`config.mk`:
```
export PLATFORM = sky130hd
export DESIGN_NAME = hram_rw_scheduler
export DESIGN_NICKNAME = d
export VERILOG_FILES = /design/src/rtl/hram_rw_scheduler.sv
export SDC_FILE = /design/constraint.sdc
export NUM_CORES = 1
export LEC_CHECK = 0
export BUFFER_PORTS_ARGS = -buffer_cell sky130_fd_sc_hd__buf_2
export CORE_MARGIN = 5
export CORE_UTILIZATION = 59
export DETAILED_ROUTE_END_ITERATION = 7
export HOLD_SLACK_MARGIN = 0.12
export PLACE_DENSITY = 0.84
export SETUP_SLACK_MARGIN = 0.02
export SYNTH_ARGS = -nofsm -noshare
export SYNTH_HDL_FRONTEND = slang
export SYNTH_SLANG_ARGS = --single-unit
```
`constraint.sdc`:
```
create_clock -name clk_200m -period 6.9 [get_ports clk_200m]
set_clock_uncertainty 0.2 [all_clocks]
set_input_delay 1.035 -clock clk_200m [delete_from_list [all_inputs] [get_ports clk_200m]]
set_output_delay 1.035 -clock clk_200m [all_outputs]
set_load 0.03 [all_outputs]
```
`src/rtl/hram_rw_scheduler.sv`:
```
// HyperRAM read/write burst scheduler.
// Arbitrates UART weight-load writes against LSTM weight-stream reads.
// Each burst is issued to the controller, and the scheduler waits for its
// data beats, with a watchdog in case they stop. An idle gap follows every burst.
//
// Handshake: a requester holds its req high until it sees its done pulse, and
// drops req on the cycle after done. The length is captured on the grant edge.
// The grant stays high from the first BURST cycle through the done cycle.
// hram_data_valid marks one transferred word per cycle and counts only in BURST.
module hram_rw_scheduler #(
    parameter int LEN_W       = 21,
    parameter int GAP_CYC     = 4,
    parameter int TIMEOUT_CYC = 65535
) (
    input  logic             clk_200m,
    input  logic             rst,
    input  logic             wr_req,
    input  logic [LEN_W-1:0] wr_len,
    output logic             wr_grant,
    output logic             wr_done,
    input  logic             rd_req,
    input  logic [LEN_W-1:0] rd_len,
    output logic             rd_grant,
    output logic             rd_done,
    output logic             hram_start,
    output logic             hram_w_r,
    output logic [31:0]      hram_length,
    input  logic             hram_data_valid,
    output logic             busy,
    output logic             err_timeout,
    output logic [1:0]       dbg_state
);

    typedef enum logic [1:0] {
        S_IDLE  = 2'd0,
        S_BURST = 2'd1,
        S_GAP   = 2'd2
    } state_t;

    localparam int WD_W  = $clog2(TIMEOUT_CYC + 1);
    localparam int GAP_W = (GAP_CYC < 2) ? 1 : $clog2(GAP_CYC);
    localparam logic [WD_W-1:0]  WD_LIMIT = WD_W'(TIMEOUT_CYC - 1);
    localparam logic [GAP_W-1:0] GAP_LAST = GAP_W'(GAP_CYC - 1);

    state_t             state, state_n;
    logic [LEN_W-1:0]   cnt, cnt_n;       // words transferred in this burst
    logic [LEN_W-1:0]   len_q, len_n;     // length latched at grant
    logic [WD_W-1:0]    wd, wd_n;         // cycles since last progress
    logic [GAP_W-1:0]   gap_cnt, gap_n;
    logic               dir_q, dir_n;     // 1 = read burst
    logic               last_wr, last_wr_n;
    logic               grant_q, grant_n;
    logic               start_q, start_n;
    logic               done_q, done_n;
    logic               tmo_q, tmo_n;
    logic               pick_rd;
    logic [LEN_W-1:0]   sel_len;

    // Round-robin pick: on a tie, serve the direction not served last.
    always_comb begin
        pick_rd = rd_req && (!wr_req || last_wr);
        sel_len = pick_rd ? rd_len : wr_len;
    end

    // Next-state and next-output logic.
    always_comb begin
        state_n   = state;
        cnt_n     = cnt;
        len_n     = len_q;
        wd_n      = wd;
        gap_n     = gap_cnt;
        dir_n     = dir_q;
        last_wr_n = last_wr;
        grant_n   = grant_q;
        start_n   = 1'b0;
        done_n    = 1'b0;
        tmo_n     = 1'b0;
        case (state)
            S_IDLE: begin
                if (wr_req || rd_req) begin
                    state_n   = S_BURST;
                    dir_n     = pick_rd;
                    last_wr_n = !pick_rd;
                    len_n     = sel_len;
                    cnt_n     = '0;
                    wd_n      = WD_W'(1);
                    grant_n   = 1'b1;
                    // A zero-length burst never reaches the controller.
                    if (sel_len == '0) done_n = 1'b1;
                    else               start_n = 1'b1;
                end
            end
            S_BURST: begin
                if (done_q) begin
                    // Done cycle: release the port on the following edge.
                    state_n = (GAP_CYC == 0) ? S_IDLE : S_GAP;
                    grant_n = 1'b0;
                    gap_n   = '0;
                end else if (hram_data_valid) begin
                    wd_n  = WD_W'(1);
                    cnt_n = cnt + LEN_W'(1);
                    if (cnt == len_q - LEN_W'(1)) done_n = 1'b1;
                end else begin
                    wd_n = wd + WD_W'(1);
                    if (wd >= WD_LIMIT) begin
                        done_n = 1'b1;
                        tmo_n  = 1'b1;
                    end
                end
            end
            S_GAP: begin
                if (gap_cnt == GAP_LAST) state_n = S_IDLE;
                else                     gap_n   = gap_cnt + GAP_W'(1);
            end
            default: state_n = S_IDLE;
        endcase
    end

    // State and datapath registers; reset returns to IDLE with last-served = write.
    always_ff @(posedge clk_200m) begin
        if (rst) begin
            state   <= S_IDLE;
            cnt     <= '0;
            len_q   <= '0;
            wd      <= '0;
            gap_cnt <= '0;
            dir_q   <= 1'b0;
            last_wr <= 1'b1;
            grant_q <= 1'b0;
            start_q <= 1'b0;
            done_q  <= 1'b0;
            tmo_q   <= 1'b0;
        end else begin
            state   <= state_n;
            cnt     <= cnt_n;
            len_q   <= len_n;
            wd      <= wd_n;
            gap_cnt <= gap_n;
            dir_q   <= dir_n;
            last_wr <= last_wr_n;
            grant_q <= grant_n;
            start_q <= start_n;
            done_q  <= done_n;
            tmo_q   <= tmo_n;
        end
    end

    // Output decode from registered state; one grant bit, split by direction.
    always_comb begin
        wr_grant    = grant_q && !dir_q;
        rd_grant    = grant_q && dir_q;
        wr_done     = done_q && !dir_q;
        rd_done     = done_q && dir_q;
        hram_start  = start_q;
        hram_w_r    = dir_q;
        hram_length = 32'(len_q);
        busy        = (state != S_IDLE);
        err_timeout = tmo_q;
        dbg_state   = state;
    end

endmodule
```
==> impl_metrics.py <==
metrics = {
    "timing": {
        "finalSetupTns_ns": 0,
        "setup_viol": 0,
        "report.final.slew_viol_count": 0,
        "fmax_mhz": 330,
        "worst_pin_slew_ns": 0.673,
        "rsz0062_at_grt": "false",
        "slew_headroom_pct": 55.1,
        "min_period_over_period_pct": 43.9,
        "period_minus_slack_ns": 3.03,
        "hold_viol": 0,
    },
    "final_layout": {
        "fill_cells": 511,
        "diodes": 0,
        "area_delta_synth_final_pct": 15.5,
        "final_cells": 623,
        "nets": 593,
        "drive_above_1_share_pct": 19.6,
        "final_core_util_pct": 70.9,
        "final_area_um2": 4550,
    },
    "clock_tree": {
        "ctsResizeCount": 0,
        "cts_setup_buffers": 0,
        "cts_hold_buffers": 0,
        "cts_tree": "yes",
        "root_buffer": "clkbuf_8",
        "numCtsBuffers": 9,
        "clkTransAtPathRegs_ns": 0.07,
        "clkLatencyLatePin_ns": 0.35,
        "h-tree-depth": 3,
        "clkSinkCount": 68,
        "clockBufferDepth": 2,
    },
    "synthesis": {
        "ys.flop_type": "dfxtp_1",
        "syn_area_per_cell_um2": 8.27,
        "ys_seq_elements": 68,
        "synth_edf_count": 0,
        "yosys.area.top_type": "dfxtp_1",
        "async_flop_share_pct": 0,
        "synthTopCellsByCount": "nor2_1, dfxtp_1, xnor2_1",
        "synthesis.area_um2": 3940,
        "yosys-top-cells-area": "dfxtp_1, nor2_1, xnor2_1",
        "ys.warnings.count": 0,
        "yosysTopAreaCellShare_pct": 34.5,
        "syn_inst": 477,
        "synth_most_common_cell": "nor2_1",
        "ys_types": 55,
        "ys_seq_area_share_pct": 34.5,
    },
    "drt": {
        "drtIter0Drc": 201,
        "drtAntennaViolNets": 0,
        "drc": 0,
        "routed_via_density": 5.92,
        "totalWireLength_um": 9370,
        "first_pass_iters": 5,
        "drt-wirelength-per-cell_um": 15.0,
        "dr_total_vias": 3689,
    },
    "grt": {
        "grt_max_degree": 44,
        "grt_usage_pct": 22.2,
        "grt_util_met3_pct": 3.36,
        "grt_pass1_vias": 3362,
        "gr-usage-met2_pct": 36.9,
        "grt_overflow": 0,
        "antenna_found_initial": 0,
        "grt_pass1_wl_um": 15400,
        "grt-busiest-layer": "met2",
        "grtUsageMet1_pct": 28.3,
    },
    "worst_setup_path": {
        "crit_slowest_cell": "nor4b_1",
        "startpoint_type": "register",
        "worst_setup_path_end_kind": "register",
        "crit_path_end": "done_q",
        "cp_max_fo": 10,
        "worst-path-buf-inv": 1,
        "path_cells": "inv_1, ha_1, nor4b_1, nand4_1, nor4b_1, xnor2_1, a2111o_1, o31ai_2",
        "cpLargestDelayFamily": "simple AND/OR/NAND/NOR gates",
        "crit_top_cell": "nor4b_1",
        "rr_startpoint": "len_q[0]",
        "reg2reg_to": "done_q",
        "crit_cells": 8,
        "rr_worst_depth": 8,
        "arrival_ns": 3.10,
        "cp.required_ns": 6.97,
        "reg2reg_setup_slack_ns": 3.87,
        "max_stage_delay_ns": 0.56,
        "critical_path.startpoint": "len_q[0]",
        "setup.worst_path.class": "register to register",
    },
    "flow_run": {
        "maxCapViolations": 0,
    },
    "placed_design": {
        "place_congestion": 0.908,
        "dp_hpwl_um": 7170,
        "dp_cells": 607,
        "numPortBuffers": 77,
        "placedInstanceArea_um2": 4300,
    },
    "outcome": {
        "status": "finished clean",
    },
    "floorplanning": {
        "rows": 29,
        "core_area_um2": 6420,
        "die_area_um2": 8420,
        "initial_core_util_pct": 61.4,
        "die_x_um": 91.8,
        "dieHeight_um": 91.8,
        "ioPinCount": 89,
    },
    "power": {
        "power_frac_seq_pct": 41.9,
        "power_frac_clock_pct": 39.9,
        "p_leak_nw": 1.80,
        "p_int_uw": 739,
        "power.total_mw": 1.04,
        "vdd.ir_drop.worst_mv": 0.136,
        "cellPowerDensity_nw_per_um2": 228,
        "power_frac_comb_pct": 18.3,
        "p_sw_uw": 298,
        "swShare_pct": 28.7,
    },
    "hold_path": {
        "holdCritStartpoint": "grant_q",
        "hp-class": "register to register",
    },
}
==> registers in the layout, indices dropped and copies added, names as in the netlist <==
name and cells:
hram_start 1, err_timeout 1, len_q 21, last_wr 1, hram_w_r 1, dbg_state 2, done_q 1, cnt 21
grant_q 1, gap_cnt 2, wd 16
==> placed cells by master (no fill, tap or decap), types with 2 or more instances in the layout <==
| cell type | instances |
|---|---|
| o21ai_0 | 5 |
| buf_2 | 77 |
| and3_1 | 5 |
| inv_1 | 6 |
| clkinv_4 | 2 |
| nor2b_1 | 5 |
| nor3_1 | 15 |
| xor2_1 | 26 |
| or4_1 | 2 |
| buf_4 | 2 |
| bufinv_16 | 3 |
| nand2_1 | 23 |
| dfxtp_1 | 68 |
| inv_2 | 3 |
| nor4b_1 | 3 |
| and2_1 | 2 |
| a211oi_1 | 22 |
| ha_1 | 5 |
| o21bai_1 | 2 |
| a31oi_1 | 2 |
| conb_1 | 11 |
| a21oi_1 | 13 |
| o31ai_1 | 3 |
| or3_1 | 8 |
| nor2_1 | 77 |
| nand2b_1 | 2 |
| a41oi_1 | 2 |
| a2111o_1 | 2 |
| o311ai_1 | 2 |
| and4_1 | 4 |
| o21ai_1 | 6 |
| clkbuf_8 | 11 |
| mux2i_1 | 25 |
| nor4_1 | 14 |
| nor4_2 | 2 |
| xnor2_1 | 31 |
| nand3_1 | 19 |
| or2_1 | 2 |
| nand4_1 | 16 |
==> worst min path at each step <==
stage,end,depth (start not counted)
after detailed placement,grant_q,2
after global routing,grant_q,2
after CTS,grant_q,2
after floorplan,grant_q,2
after global placement,grant_q,2
final,grant_q,2
==> metal layers <==
metal	share of wire [%]	routed length, um	vias to the layer above
li1	-	-	1828
met1	44	4130	1682
met2	47	4400	162
met3	6.7	626	17
met4	2.3	212	0
met5	0	0	-
==> cell families after synthesis <==
family	synth area share, %
AND/OR/NAND/NOR	26.3
AO/OA/AOI/OAI	12.8
flip-flops	34.5
XOR/XNOR	12.7
buffers and inverters	5.74
multiplexers	6.35
adder cells (fa/ha/maj)	1.59
other	0.0951
==> power by group through the flow <==
| stage | Sequential, mW | Clock [mW] | Combinational [mW] |
|---|---|---|---|
| 4_1_cts | 0.434 | 0.419 | 0.188 |
| 3_3_place_gp | 0.442 | 0 | 0.184 |
| 6_report | 0.434 | 0.413 | 0.190 |
| 5_1_grt | 0.437 | 0.436 | 0.206 |
| 3_5_place_dp | 0.443 | 0 | 0.187 |
| 2_1_floorplan | 0.456 | 0 | 0.126 |
==> final cells by class <==
type	count	area (um^2)	area share (%)
clock inverters	5	108	2.36
clock buffers	11	151	3.32
inverters	10	37.5	0.824
multi-input cells	373	2400	52.7
well taps	77	96.3	2.12
repair buffers	79	400	8.79
flip-flops and latches	68	1360	29.9
==> through the flow <==
step	hold WS, ns	setup slack, ns
6_report	0.277	3.87
2_1_floorplan	0.240	3.95
3_3_place_gp	0.254	3.86
3_5_place_dp	0.263	3.76
5_1_grt	0.297	3.66
4_1_cts	0.276	3.91
==> worst reg2reg max path, cell delays in order (launching register included) <==
cell	delay, ns
dfxtp_1	0.39
inv_1	0.09
ha_1	0.38
nor4b_1	0.56
nand4_1	0.27
nor4b_1	0.44
xnor2_1	0.15
a2111o_1	0.32
o31ai_2	0.17
Note: power is estimated with default switching activity, not from simulation.
